### src/rtl/multiplier_pkg.sv
// Shared types and constants for the multiplier arbiter slice.
// Holds the state encoding, requester indices and datapath widths.
package multiplier_pkg;
  localparam int OP_W        = 8;
  localparam int PROD_W      = 16;
  localparam int TIMEOUT_DEF = 32;

  localparam logic REQ0 = 1'b0;
  localparam logic REQ1 = 1'b1;

  typedef enum logic [1:0] {
    S_IDLE = 2'd0,
    S_RUN  = 2'd1,
    S_DONE = 2'd2
  } state_e;
endpackage

### src/rtl/mul_watchdog.sv
// Run-cycle counter for a shared multiplier job.
// Flags expiry in the RUN cycle where the count reaches TIMEOUT-1.
module mul_watchdog
  import multiplier_pkg::*;
#(
  parameter int TIMEOUT = TIMEOUT_DEF
) (
  input  logic clk,
  input  logic rst_n,
  input  logic clr,
  input  logic en,
  output logic expire
);

  logic [7:0] cnt_q;
  logic [7:0] cnt_d;

  always_comb begin
    cnt_d = cnt_q;
    if (clr) begin
      cnt_d = '0;
    end else if (en) begin
      cnt_d = cnt_q + 8'd1;
    end
  end

  assign expire = en && (cnt_q == 8'(TIMEOUT - 1));

  always_ff @(posedge clk or negedge rst_n) begin
    if (!rst_n) begin
      cnt_q <= '0;
    end else begin
      cnt_q <= cnt_d;
    end
  end

endmodule

### src/rtl/multiplier_arbiter.sv
// Round-robin front end sharing one 8x8 multiplier between two requesters.
// Latches operands at grant, returns per-requester results, aborts hung jobs.
module multiplier_arbiter
  import multiplier_pkg::*;
#(
  parameter int TIMEOUT = TIMEOUT_DEF
) (
  input  logic              CLK,
  input  logic              RSTn,
  input  logic              Req0_Sig,
  input  logic              Req1_Sig,
  input  logic [OP_W-1:0]   A0,
  input  logic [OP_W-1:0]   B0,
  input  logic [OP_W-1:0]   A1,
  input  logic [OP_W-1:0]   B1,
  output logic              Done0_Sig,
  output logic              Done1_Sig,
  output logic [PROD_W-1:0] Product0,
  output logic [PROD_W-1:0] Product1,
  output logic              Mul_Start_Sig,
  output logic [OP_W-1:0]   Mul_A,
  output logic [OP_W-1:0]   Mul_B,
  input  logic              Mul_Done_Sig,
  input  logic [PROD_W-1:0] Mul_Product,
  output logic              Owner,
  output logic              Busy,
  output logic              Timeout_Sig
);

  state_e            state_q, state_d;
  logic              last_q, last_d;
  logic              owner_q, owner_d;
  logic              start_q, start_d;
  logic [OP_W-1:0]   mul_a_q, mul_a_d;
  logic [OP_W-1:0]   mul_b_q, mul_b_d;
  logic [PROD_W-1:0] prod0_q, prod0_d;
  logic [PROD_W-1:0] prod1_q, prod1_d;
  logic              done0_q, done0_d;
  logic              done1_q, done1_d;
  logic              tmo_q, tmo_d;
  logic              grant;
  logic              wd_clr;
  logic              wd_expire;
  logic              finish;
  logic [PROD_W-1:0] result;

  mul_watchdog #(
    .TIMEOUT (TIMEOUT)
  ) u_wd (
    .clk    (CLK),
    .rst_n  (RSTn),
    .clr    (wd_clr),
    .en     (state_q == S_RUN),
    .expire (wd_expire)
  );

  // On a tie the requester not served last wins.
  always_comb begin
    grant = REQ0;
    unique case (1'b1)
      Req0_Sig && Req1_Sig:  grant = ~last_q;
      Req1_Sig && !Req0_Sig: grant = REQ1;
      default:               grant = REQ0;
    endcase
  end

  // A same-cycle Mul_Done beats the watchdog.
  assign finish = Mul_Done_Sig || wd_expire;
  assign result = Mul_Done_Sig ? Mul_Product : '0;

  always_comb begin
    state_d = state_q;
    last_d  = last_q;
    owner_d = owner_q;
    start_d = start_q;
    mul_a_d = mul_a_q;
    mul_b_d = mul_b_q;
    prod0_d = prod0_q;
    prod1_d = prod1_q;
    done0_d = 1'b0;
    done1_d = 1'b0;
    tmo_d   = 1'b0;
    wd_clr  = 1'b0;
    unique case (state_q)
      S_IDLE: begin
        if (Req0_Sig || Req1_Sig) begin
          owner_d = grant;
          mul_a_d = grant ? A1 : A0;
          mul_b_d = grant ? B1 : B0;
          start_d = 1'b1;
          wd_clr  = 1'b1;
          state_d = S_RUN;
        end
      end
      S_RUN: begin
        if (finish) begin
          start_d = 1'b0;
          last_d  = owner_q;
          tmo_d   = !Mul_Done_Sig;
          state_d = S_DONE;
          if (owner_q == REQ1) begin
            prod1_d = result;
            done1_d = 1'b1;
          end else begin
            prod0_d = result;
            done0_d = 1'b1;
          end
        end
      end
      S_DONE: begin
        state_d = S_IDLE;
      end
      default: begin
        start_d = 1'b0;
        state_d = S_IDLE;
      end
    endcase
  end

  always_ff @(posedge CLK or negedge RSTn) begin
    if (!RSTn) begin
      state_q <= S_IDLE;
      last_q  <= REQ1;
      owner_q <= REQ0;
      start_q <= 1'b0;
      mul_a_q <= '0;
      mul_b_q <= '0;
      prod0_q <= '0;
      prod1_q <= '0;
      done0_q <= 1'b0;
      done1_q <= 1'b0;
      tmo_q   <= 1'b0;
    end else begin
      state_q <= state_d;
      last_q  <= last_d;
      owner_q <= owner_d;
      start_q <= start_d;
      mul_a_q <= mul_a_d;
      mul_b_q <= mul_b_d;
      prod0_q <= prod0_d;
      prod1_q <= prod1_d;
      done0_q <= done0_d;
      done1_q <= done1_d;
      tmo_q   <= tmo_d;
    end
  end

  assign Done0_Sig     = done0_q;
  assign Done1_Sig     = done1_q;
  assign Product0      = prod0_q;
  assign Product1      = prod1_q;
  assign Mul_Start_Sig = start_q;
  assign Mul_A         = mul_a_q;
  assign Mul_B         = mul_b_q;
  assign Owner         = owner_q;
  assign Busy          = (state_q != S_IDLE);
  assign Timeout_Sig   = tmo_q;

endmodule

### config.mk
export PLATFORM = sky130hd
export DESIGN_NAME = multiplier_arbiter
export DESIGN_NICKNAME = d
export VERILOG_FILES = /design/src/rtl/multiplier_pkg.sv /design/src/rtl/mul_watchdog.sv /design/src/rtl/multiplier_arbiter.sv
export SDC_FILE = /design/constraint.sdc
export NUM_CORES = 1
export LEC_CHECK = 0
export ABC_AREA = 1
export CAP_MARGIN = 20
export CORE_MARGIN = 1
export CORE_UTILIZATION = 35
export CTS_CLUSTER_DIAMETER = 200
export DETAILED_ROUTE_END_ITERATION = 16
export GPL_ROUTABILITY_DRIVEN = 0
export HOLD_SLACK_MARGIN = 0.12
export PLACE_DENSITY = 0.67
export RECOVER_POWER = 50
export REMOVE_ABC_BUFFERS = 1
export SYNTH_ARGS = -nofsm -noshare
export SYNTH_HDL_FRONTEND = slang
export SYNTH_HIERARCHICAL = 1
export SYNTH_SLANG_ARGS = --single-unit
export TNS_END_PERCENT = 10
### constraint.sdc
create_clock -name CLK -period 2.4 [get_ports CLK]
set_input_delay 0.48 -clock CLK [delete_from_list [all_inputs] [get_ports CLK]]
set_output_delay 0.48 -clock CLK [all_outputs]
set_load 0.03 [all_outputs]
### After elaboration in Yosys (flattened, before gate mapping)

Cells that the tools add are included.

| storage, ports and cells | value |
|---|---|
| logic and storage cells | 59 |
| output and inout bits | 54 |
| input bits | 53 |
| bits in registers | 64 |

| cells by class | value |
|---|---|
| bitwise logic cells | 3 |
| reduce and logical (&&, ||, !) cells | 16 |
| $add $sub $neg | 1 |
| multiplexer cells | 22 |
| equality and inequality tests | 5 |

Operators with widths:

| kind | number |
|---|---|
| 8-bit 2-to-1 mux | 4 |
| 16-bit 2-to-1 mux | 1 |
| 1-bit 2-to-1 mux | 12 |
| 3-bit AND reduction | 3 |
| 8-bit by 1-bit adder with 8-bit output (second input constant) | 1 |
| 8-bit by 5-bit equality test with 1-bit output (second input constant) | 1 |
| 2-bit AND reduction | 3 |
| 2-bit 2-to-1 mux | 2 |
| 2-bit inequality test (second input constant) | 2 |
| 2-bit case mux with 2 select lines | 1 |
| 2-bit nonzero test | 2 |
| 1-bit logical AND | 3 |
| 1-bit inverter | 3 |
| 1-bit case mux with 3 select lines | 1 |
| 2-bit by 1-bit equality test with 1-bit output (second input constant) | 1 |
| 2-bit equality test (second input constant) | 1 |
| 1-bit zero test | 2 |
| 2-bit zero test | 1 |
| 1-bit logical OR | 2 |
| 1-bit case mux with 2 select lines | 1 |

### Longest topological paths before layout

Gate-level depths: netlist of the first run.

| depth | value |
|---|---|
| depth after elaboration | 5 |
| mapped depth | 11 |
| mapped depth without buffers | 9 |

### Cells and area by module

The synthesis of the first run kept the hierarchy.

Modules (own cells, without submodules):

| module | area each (µm²) | cells each | instances | seq. area each (µm²) |
|---|---|---|---|---|
| multiplier_arbiter | 2,685.1 | 343 | 1 | 1,402.6 |
| mul_watchdog | 426.7 | 55 | 1 | 200.2 |

### Worst setup path before layout of the first run

OpenSTA, ideal clock, no wires.

| timing | value |
|---|---|
| path type | register -> register |
| start | register state_q[1] |
| end | register prod0_q[10], in the netlist Product0[10] |
| setup time | 0.118 ns |
| arrival | 2.336 ns |
| setup slack | -0.054 ns |
| path buffers | 2 |
| required time | 2.282 ns |
| cell stages (with the launch flop) | 11 |
| period minus slack after synthesis | 2.454 ns |
| cell sequence | dfrtp_1 > nor2_8 > buf_2 > inv_1 > nor4_1 > nor2_8 > nor2_4 > nand2_4 > buf_6 > nand2_1 > nand2_1 |

| between the ends | value |
|---|---|
| longest elaborated chain between the ends | 4 |

RTL lines:

| element | RTL line | text |
|---|---|---|
| start: declaration | multiplier_arbiter.sv:30 | `state_e state_q, state_d;` |
| start signal: assignment | multiplier_arbiter.sv:134 | `state_q <= state_d;` |
| 2-bit by 1-bit equality test with 1-bit output | multiplier_arbiter.sv:53 | `.en (state_q == S_RUN),` |
| 1-bit logical AND | mul_watchdog.sv:27 | `assign expire = en && (cnt_q == 8'(TIMEOUT - 1));` |
| via wd_expire | multiplier_arbiter.sv:43 | `logic wd_expire;` |
| 1-bit logical OR | multiplier_arbiter.sv:68 | `assign finish = Mul_Done_Sig \|\| wd_expire;` |
| 3-bit AND reduction (no source line) | -- |  |
| end signal: assignment | multiplier_arbiter.sv:140 | `prod0_q <= prod0_d;` |
| end: declaration | multiplier_arbiter.sv:36 | `logic [PROD_W-1:0] prod0_q, prod0_d;` |

The timed path passes the listed nets, and every way through them passes these cells.
A chain may end at the register's enable or synchronous reset.

### Worst setup path after layout of the first run

| timing | value |
|---|---|
| start | register state_q[1] |
| end | output port Busy |

| between the ends | value |
|---|---|
| longest elaborated chain between the ends | 1 |

RTL lines:

| element | RTL line | text |
|---|---|---|
| 2-bit nonzero test | multiplier_arbiter.sv:156 | `assign Busy = (state_q != S_IDLE);` |
| end: declaration | multiplier_arbiter.sv:26 | `output logic Busy,` |

Every way passes these cells.

==> results of run 1 <==
==> power groups by stage <==
stage / Clock (mW) / Combinational [mW] / Sequential (mW)
2_1_floorplan: 0 / 0.860 / 2.60
3_3_place_gp: 0 / 2.89 / 1.82
3_5_place_dp: 0 / 2.93 / 1.83
4_1_cts: 1.10 / 2.94 / 1.82
5_1_grt: 1.15 / 3.14 / 1.87
6_report: 1.07 / 2.88 / 1.82
==> cell families (layout without fill, tap and decap cells) <==
logic type,Yosys count,after routing
simple gates,244,244
buf+inv,77,191
flops,64,64
compound gates,11,11
fa+ha+maj,1,1
xor+xnor,1,1
==> layer usage <==
| metal | up-vias | routed length [µm] |
|---|---|---|
| li1 | 1438 | - |
| met1 | 1337 | 3430 |
| met2 | 80 | 3880 |
| met3 | 12 | 408 |
| met4 | 0 | 163 |
| met5 | - | 0 |
==> final timing paths <==
kind                                from       endpoint  slack [ps]  cells after the start
hold reg to reg              Product0[9]    Product0[9]         470                      2
setup reg to reg           u_wd/cnt_q[0]   Product1[13]         260                      9
setup / recovery              state_q[1]           Busy         230                      3
min in group asynchronous           RSTn  u_wd/cnt_q[3]         620                      2
hold / removal               Product0[9]    Product0[9]         470                      2
max in group asynchronous           RSTn    Product0[9]         840                      2
==> area by class of cell <==
class / instances / area (µm²)
Fill cell: 861 / 4200
Sequential cell: 64 / 1600
Multi-Input combinational cell: 257 / 1180
Timing Repair Buffer: 114 / 1100
Inverter: 61 / 229
Clock buffer: 14 / 173
Tap cell: 108 / 135
Clock inverter: 2 / 60.1
==> sequential cells by signal, summed over array words and instances, names as in the netlist <==
register       flops
Mul_Start_Sig      1
Done1_Sig          1
Mul_B              8
Done0_Sig          1
Mul_A              8
last_q             1
Timeout_Sig        1
state_q            2
Product0          16
u_wd/cnt_q         8
Owner              1
Product1          16
==> worst register-to-register path, stage by stage, from the launching register on <==
cell and delay [ps]:
dfrtp_1 390, ha_1 220, nand3_1 120, nor4_1 250, clkbuf_1 300, nor2_8 80, nor2_8 260, nand2_4 220
nand2_1 140, nand2_1 60
==> layout by cell type, fill, tap and decap left out <==
cell type / synthesis / layout
nand4_1: 1 / 1
dlygate4sd3_1: 0 / 3
clkbuf_1: 0 / 3
nand2_1: 148 / 148
xnor2_1: 1 / 1
clkdlybuf4s50_1: 0 / 102
nor2_2: 1 / 1
clkbuf_2: 0 / 3
ha_1: 1 / 1
inv_1: 57 / 57
nor2_1: 12 / 13
bufinv_16: 0 / 2
inv_2: 4 / 4
buf_4: 4 / 4
nor4_1: 1 / 1
nand3_1: 69 / 69
o21ai_0: 3 / 4
nand2_4: 2 / 2
dfstp_2: 1 / 1
dfrtp_1: 63 / 63
buf_2: 11 / 1
nor2_4: 3 / 2
nor2_8: 3 / 3
nand3b_1: 1 / 1
a21oi_1: 4 / 4
o21ai_1: 4 / 3
nand2_2: 3 / 3
clkbuf_8: 0 / 12
==> through the flow <==
stage                     hold WS [ps]  instances  setup TNS, ps  instance area (µm²)  worst slack, ps
after floorplan                    184        382          -1550                 3020            -92.6
after global placement             453        604              0                 4280              276
after detailed placement           459        604              0                 4280              226
after CTS                          164        620              0                 4510              218
after global routing               498        620              0                 4480             84.3
final                              474        620              0                 4480              232
==> results.sh, run 1 <==
export IMPL_outcome="complete, but fails checks"
export IMPL_violations="max-capacitance violations, max-slew violations"
export IMPL_hpwl_um=5580
export IMPL_cp_max_fo=3
export IMPL_die_x_um=96.3
export IMPL_synth_top_family_by_area="simple AND/OR/NAND/NOR gates"
export IMPL_synthFlopType="dfrtp_1"
export IMPL_cts_max_level=3
export IMPL_powerDensity_nw_per_um2=1290
export IMPL_p_seq_share_pct=31.5
export IMPL_port_buffer_count=106
export IMPL_initial_core_util_pct=35.9
export IMPL_synth_compound_area_share_pct=1.77
export IMPL_grt_pass1_wl_um=12900
export IMPL_final_util_pct=51.6
export IMPL_ctsResizeCount=0
export IMPL_met3_usage_pct=3.55
export IMPL_seq_area_frac_synth_pct=51.5
export IMPL_synth_edf_count=0
export IMPL_p_total_mw=5.77
export IMPL_grt_busiest_layer="met2"
export IMPL_routed_via_density=4.62
export IMPL_area_growth_pct=44.0
export IMPL_finalHoldViolations=0
export IMPL_grt_util_met1_pct=24.5
export IMPL_ctsHoldBuffers=0
export IMPL_syn_cell_area_um2=3110
export IMPL_finalSetupViolCount=0
export IMPL_synthSimpleGateAreaFrac_pct=35.6
export IMPL_synth_common_cells="nand2_1 (148), nand3_1 (69), dfrtp_1 (63)"
export IMPL_timing_final_crit_share_pct=90.3
export IMPL_synth_cell_types=23
export IMPL_path_clk_slew_ps=70
export IMPL_yosysTopAreaCell="dfrtp_1"
export IMPL_cts_sinks=64
export IMPL_crit_buf_inv=2
export IMPL_rsz0062_at_grt="no"
export IMPL_cts_buffers=9
export IMPL_cp_slowest_cell="clkdlybuf4s50_1"
export IMPL_clock_path_buffers=2
export IMPL_cp_cell_sequence="inv_2 > nand2_2 > clkdlybuf4s50_1"
export IMPL_crit_required_ps=1920
export IMPL_antenna_found_initial=0
export IMPL_routed_wl_um=7880
export IMPL_syn_inst=398
export IMPL_tightest_slew_ps=1570
export IMPL_use_met2_pct=28.5
export IMPL_max_slew_margin_rel_pct=-4.89
export IMPL_peakVddDrop_v=0.000619
export IMPL_synth_top_area_share_pct=50.7
export IMPL_grt_pass1_vias=2749
export IMPL_arrival_ps=1690
export IMPL_cts_setup_buffers=0
export IMPL_synthTopCellsByArea="dfrtp_1 (51%), nand2_1 (18%), nand3_1 (11%), inv_1 (6.9%), nor2_8 (1.9%)"
export IMPL_drive_above_1_share_pct=7.42
export IMPL_drt_wirelength_per_cell_um=12.7
export IMPL_clock_latency_ps=330
export IMPL_cp_end_kind="primary output"
export IMPL_clockPowerShare_pct=18.6
export IMPL_synth_fa_ha_area_share_pct=0.402
export IMPL_comb_power_share_pct=49.9
export IMPL_cts_tree="yes"
export IMPL_final_nets=561
export IMPL_drc=0
export IMPL_ys_ff_latch=64
export IMPL_worstHoldPathType="reg -> reg"
export IMPL_io_pins=107
export IMPL_die_h_um=96.3
export IMPL_synth_xor_area_share_pct=0.281
export IMPL_root_buffer="clkbuf_8"
export IMPL_first_pass_iters=4
export IMPL_core_area_um2=8680
export IMPL_row_count=34
export IMPL_start_kind="register"
export IMPL_antenna_diode_count=0
export IMPL_grt_max_degree=65
export IMPL_yosysMostFrequentCell="nand2_1"
export IMPL_cpLargestDelayFamily="buffers and inverters"
export IMPL_drv_slew=65
export IMPL_grt_total_usage_pct=18.3
export IMPL_internal_power_mw=3.30
export IMPL_antenna_left=0
export IMPL_finClkSkew_ps=11.1
export IMPL_synthArstFlopShare_pct=100
export IMPL_syn_avg_cell_area_um2=7.82
export IMPL_fp_dieArea_um2=9270
export IMPL_synth_area_mux_share_pct=0
export IMPL_yosys_warnings=6
export IMPL_p_sw_mw=2.47
export IMPL_drt_iter0_markers=118
export IMPL_max_freq_mhz=461
export IMPL_crit_type="reg -> out"
export IMPL_route_vias_total=2867
export IMPL_p_leak_nw=2.41
export IMPL_grt_ovfl_total=0
export IMPL_drv_cap=1
export IMPL_max_stage_delay_ps=690
export IMPL_p_sw_share_pct=42.9
export IMPL_fin_crit_ps=2170
(Power assumes the default switching activity.)
==> run 2: changes to the inputs <==
--- a/config.mk
+++ b/config.mk
@@ -8,12 +8,12 @@
 export ABC_AREA = 1
 export CAP_MARGIN = 20
 export CORE_MARGIN = 1
-export CORE_UTILIZATION = 35
+export CORE_UTILIZATION = 40
 export CTS_CLUSTER_DIAMETER = 200
 export DETAILED_ROUTE_END_ITERATION = 16
 export GPL_ROUTABILITY_DRIVEN = 0
 export HOLD_SLACK_MARGIN = 0.12
-export PLACE_DENSITY = 0.67
+export PLACE_DENSITY = 0.75
 export RECOVER_POWER = 50
 export REMOVE_ABC_BUFFERS = 1
 export SYNTH_ARGS = -nofsm -noshare
==> run 2 against run 1 <==
Compared with the run above:
- the run still ends with max-capacitance violations, max-slew violations left
- register-to-register slack better by 90 ps
- final area hardly changed
- clock skew is 1.4 ps higher
- sequential share of layout area hardly changed
- worst hold slack hardly changed
- total power is 1.1% higher
- die area is 12% lower
- global-route usage is 2.4 points higher
- critical path depth stayed put
- non-clock buffer count is 1 higher
- count of clock-buffer cells in the layout is 4 lower
- sequential power hardly changed
- largest power group unchanged
- highest routed layer unchanged
==> results.sh, run 2 (synthesis results as in run 1) <==
export IMPL_multi_input_area_um2=1150
export IMPL_powerDensity_nw_per_um2=1300
export IMPL_antenna_diode_count=0
export IMPL_grt_pass1_vias=2864
export IMPL_p_leak_nw=2.41
export IMPL_routed_wl_um=7880
export IMPL_routed_via_density=4.69
export IMPL_drv_slew=27
export IMPL_cts_max_level=3
export IMPL_drv_cap=1
export IMPL_row_count=31
export IMPL_max_freq_mhz=462
export IMPL_port_buffer_count=106
export IMPL_clock_latency_ps=340
export IMPL_rsz0062_at_grt="no"
export IMPL_final_common_cell="nand2_1"
export IMPL_peakVddDrop_v=0.000513
export IMPL_io_pins=107
export IMPL_fp_dieArea_um2=8140
export IMPL_holdPathEnd="Product0[4]"
export IMPL_reg2reg_depth=9
export IMPL_cpLargestDelayFamily="buffers and inverters"
export IMPL_finClkSkew_ps=12.4
export IMPL_cts_setup_buffers=0
export IMPL_cp_slowest_cell="clkdlybuf4s50_1"
export IMPL_route_vias_total=2872
export IMPL_grt_total_usage_pct=20.7
export IMPL_final_nets=562
export IMPL_seqCellArea_um2=1600
export IMPL_arrival_ps=1690
export IMPL_antenna_found_initial=0
export IMPL_grt_pass1_wl_um=13400
export IMPL_rr_startpoint="u_wd/cnt_q[0]"
export IMPL_area_growth_pct=43.9
export IMPL_die_x_um=90.2
export IMPL_die_h_um=90.2
export IMPL_place_inst=596
export IMPL_timing_final_ws_setup_ps=235
export IMPL_max_slew_margin_rel_pct=-0.799
export IMPL_final_util_pct=60.7
export IMPL_first_pass_iters=4
export IMPL_crit_required_ps=1920
export IMPL_worstHoldPathType="reg -> reg"
export IMPL_outcome="complete, but fails checks"
export IMPL_violations="max-capacitance violations, max-slew violations"
export IMPL_fillers=664
export IMPL_max_stage_delay_ps=690
export IMPL_fin_cells=612
export IMPL_tns_ps=0
export IMPL_design_area_um2=4480
export IMPL_drive_above_1_share_pct=7.02
export IMPL_drc=0
export IMPL_clock_path_buffers=2
export IMPL_hpwl_um=5620
export IMPL_cts_sinks=64
export IMPL_root_buffer="clkbuf_8"
export IMPL_start_kind="register"
export IMPL_crit_type="reg -> out"
export IMPL_ctsHoldBuffers=0
export IMPL_cp_end_kind="primary output"
export IMPL_finalHoldViolations=0
export IMPL_path_clk_slew_ps=80
export IMPL_core_area_um2=7370
export IMPL_cp_cell_sequence="inv_2 > nand2_2 > clkdlybuf4s50_1"
export IMPL_timing_final_crit_share_pct=90.2
export IMPL_tightest_slew_ps=1510
export IMPL_fin_crit_ps=2170
export IMPL_final_cell_mix="nand2_1 (149), clkdlybuf4s50_1 (103), nand3_1 (69)"
export IMPL_place_area_um2=4280
export IMPL_holdCritStartpoint="Product0[4]"
export IMPL_hold_path_depth=2
export IMPL_grt_max_degree=40
export IMPL_grt_ovfl_total=0
export IMPL_dp_slack_ps=245
export IMPL_ctsResizeCount=0
export IMPL_cts_buffers=9
export IMPL_r2r_end="Product1[12]"
export IMPL_antenna_left=0
export IMPL_drt_iter0_markers=185
export IMPL_drt_wirelength_per_cell_um=12.9
export IMPL_finalSetupViolCount=0
export IMPL_cts_tree="yes"
export IMPL_initial_core_util_pct=42.2
export IMPL_r2r_slack_ps=350
export IMPL_cp_max_fo=3
export IMPL_crit_buf_inv=2
run 2: cell types whose count changed in the layout (fill, tap and decap cells not counted), moves of 2 or more:
cell,change
buf_4,+3
clkbuf_2,-3
clkbuf_8,-3
clkinv_2,+2
nor2_1,+2
run 2: layout make-up:
cell class	instances	share of cell area [%]
clock inverter	6	2.40
clock buffer	10	2.85
inverter	61	5.11
tap	99	2.77
timing repair buffer	115	25.3
multi-input combinational	257	25.8
sequential	64	35.8
run 2: tightest hold or removal path, cell delays in order (launching register included):
cell and delay (ps):
dfrtp_1 350, nand2_1 50, nand2_1 50
run 2: worst max-delay path by stage:
stage,start,to,cells after the start
CTS,state_q[1],Busy,3
global route,u_wd/cnt_q[0],Product1[5],9
floorplan,state_q[1],Product0[0],8
finish,state_q[1],Busy,3
global placement,Req0_Sig,u_wd/cnt_q[6],9
detailed placement,Req0_Sig,u_wd/cnt_q[6],9
run 2: metal layers:
| metal | GRT usage (%) | up-vias | wire length, µm |
|---|---|---|---|
| met4 | 9.95 | 0 | 176 |
| met1 | 25.5 | 1337 | 3350 |
| met5 | 0 | - | 0 |
| li1 | - | 1442 | - |
| met3 | 4.57 | 13 | 377 |
| met2 | 34.4 | 80 | 3980 |
run 2: metrics by stage:
step	power, mW	hold slack (ps)
floorplan	3.46	184
global placement	4.72	453
detailed placement	4.77	458
CTS	5.89	159
global route	6.17	497
finish	5.83	474
run 2: where the power goes:
| group | switching, mW | internal, mW | total (mW) |
|---|---|---|---|
| clock network | 0.417 | 0.687 | 1.10 |
| registers | 0.283 | 1.53 | 1.81 |
| logic | 1.80 | 1.11 | 2.91 |
| total | 2.50 | 3.33 | 5.83 |
==> run 3: changes to the inputs <==
--- a/config.mk
+++ b/config.mk
@@ -9,6 +9,7 @@
 export CAP_MARGIN = 20
 export CORE_MARGIN = 1
 export CORE_UTILIZATION = 40
+export CTS_BUF_LIST = sky130_fd_sc_hd__clkbuf_2 sky130_fd_sc_hd__clkbuf_4 sky130_fd_sc_hd__clkbuf_8
 export CTS_CLUSTER_DIAMETER = 200
 export DETAILED_ROUTE_END_ITERATION = 16
 export GPL_ROUTABILITY_DRIVEN = 0
==> run 3 against run 2 <==
Compared with the run above:
- the run ends with max-capacitance violations left
- clock skew rose by 0.50 ps
- combinational power about the same
- global-route usage barely moved
- worst hold slack improved by 0.93 ps
- critical path type unchanged
- largest power group unchanged
==> results.sh, run 3 (synthesis results as in run 1) <==
export IMPL_root_buffer="clkbuf_8"
export IMPL_cts_tree="yes"
export IMPL_final_cell_mix="nand2_1 (149), clkdlybuf4s50_1 (103), nand3_1 (69)"
export IMPL_start_kind="register"
export IMPL_finClkSkew_ps=12.9
export IMPL_grt_max_degree=40
export IMPL_final_common_cell="nand2_1"
export IMPL_p_leak_nw=2.41
export IMPL_timing_final_ws_setup_ps=233
export IMPL_cp_max_fo=3
export IMPL_clock_latency_ps=340
export IMPL_dp_slack_ps=245
export IMPL_max_slew_margin_rel_pct=0.282
export IMPL_drv_slew=0
export IMPL_design_area_um2=4480
export IMPL_cp_end_kind="primary output"
export IMPL_antenna_left=0
export IMPL_tightest_slew_ps=1500
export IMPL_peakVddDrop_v=0.000511
export IMPL_r2r_end="Product1[12]"
export IMPL_crit_required_ps=1920
export IMPL_cp_num_cells=3
export IMPL_ctsHoldBuffers=0
export IMPL_drive_above_1_share_pct=7.21
export IMPL_antenna_found_initial=0
export IMPL_grt_ovfl_total=0
export IMPL_fin_crit_ps=2170
export IMPL_fillers=663
export IMPL_cts_setup_buffers=0
export IMPL_max_freq_mhz=461
export IMPL_cts_buffers=9
export IMPL_reg2reg_depth=9
export IMPL_initial_core_util_pct=42.2
export IMPL_rsz0062_at_grt="no"
export IMPL_grt_pass1_vias=2860
export IMPL_finalHoldViolations=0
export IMPL_drt_iter0_markers=198
export IMPL_rr_startpoint="u_wd/cnt_q[0]"
export IMPL_route_vias_total=2867
export IMPL_io_pins=107
export IMPL_drv_cap=1
export IMPL_arrival_ps=1690
export IMPL_grt_pass1_wl_um=13400
export IMPL_row_count=31
export IMPL_holdCritStartpoint="Mul_A[0]"
export IMPL_worstHoldPathType="reg -> reg"
export IMPL_fin_cells=612
export IMPL_violations="max-capacitance violations"
export IMPL_antenna_diode_count=0
export IMPL_fp_dieArea_um2=8140
export IMPL_max_stage_delay_ps=690
export IMPL_core_area_um2=7370
export IMPL_routed_via_density=4.68
export IMPL_path_clk_slew_ps=70
export IMPL_cp_startpoint="state_q[1]"
export IMPL_die_h_um=90.2
export IMPL_outcome="complete, but fails checks"
export IMPL_holdWs_ps=475
export IMPL_hpwl_um=5620
export IMPL_place_area_um2=4280
export IMPL_routed_wl_um=7820
export IMPL_first_pass_iters=4
export IMPL_cts_max_level=3
export IMPL_drt_wirelength_per_cell_um=12.8
export IMPL_area_growth_pct=44.0
export IMPL_timing_final_crit_share_pct=90.3
export IMPL_clock_path_buffers=2
export IMPL_cp_cell_sequence="inv_2 > nand2_2 > clkdlybuf4s50_1"
export IMPL_drc=0
export IMPL_port_buffer_count=106
export IMPL_setup_worst_path_end="Busy"
export IMPL_ctsResizeCount=0
export IMPL_cts_sinks=64
export IMPL_grt_total_usage_pct=20.7
export IMPL_place_inst=596
export IMPL_cp_slowest_cell="clkdlybuf4s50_1"
export IMPL_finalSetupViolCount=0
export IMPL_die_x_um=90.2
export IMPL_crit_buf_inv=2
export IMPL_crit_type="reg -> out"
export IMPL_powerDensity_nw_per_um2=1300
export IMPL_r2r_slack_ps=350
export IMPL_cpLargestDelayFamily="buffers and inverters"
export IMPL_final_nets=562
==> run 3: cell types whose count changed in the layout (fill, tap and decap cells not counted) <==
cell,change
clkbuf_1,-1
clkbuf_4,+1
==> run 3: layout make-up <==
class                           count  area (µm²)  area share, %
Clock inverter                      6         108           2.40
Clock buffer                       10         131           2.93
Sequential cell                    64        1600           35.8
Tap cell                           99         124           2.76
Multi-Input combinational cell    257        1150           25.8
Inverter                           61         229           5.11
Timing Repair Buffer              115        1130           25.2
==> run 3: layer usage <==
layer	wire [µm]	GRT usage, %	up-vias
li1	-	-	1441
met1	3340	25.5	1332
met2	3920	34.4	77
met3	347	4.57	17
met4	210	9.95	0
met5	0	0	-
==> run 3: where the power goes <==
part | switching, mW | internal [mW] | leakage [nW]
Sequential | 0.284 | 1.53 | 0.823
Combinational | 1.80 | 1.11 | 1.47
Clock | 0.416 | 0.698 | 0.120
Total | 2.49 | 3.34 | 2.41
==> run 3: worst register-to-register path, cell delays in order, from the launching register on <==
cell,delay [ps]
dfrtp_1,380
ha_1,210
nand3_1,120
nor4_1,250
clkbuf_1,170
nor2_1,160
nor2_8,280
nand2_4,210
nand2_1,120
nand2_1,50
==> run 3: stage by stage <==
stage | setup TNS (ps) | utilization [%] | power, mW
6_report | 0 | 60.8 | 5.84
5_1_grt | 0 | 60.8 | 6.18
4_1_cts | 0 | 61.3 | 5.90
3_5_place_dp | 0 | 58.0 | 4.77
3_3_place_gp | 0 | 58.0 | 4.72
2_1_floorplan | -1550 | - | 3.46
==> run 3: how the worst min path moves through the flow <==
stage / cells after the start / end
2_1_floorplan: 0 / Done0_Sig
3_3_place_gp: 2 / Product1[7]
3_5_place_dp: 2 / Product1[11]
4_1_cts: 1 / Product0[9]
5_1_grt: 2 / Mul_A[0]
6_report: 2 / Mul_A[0]
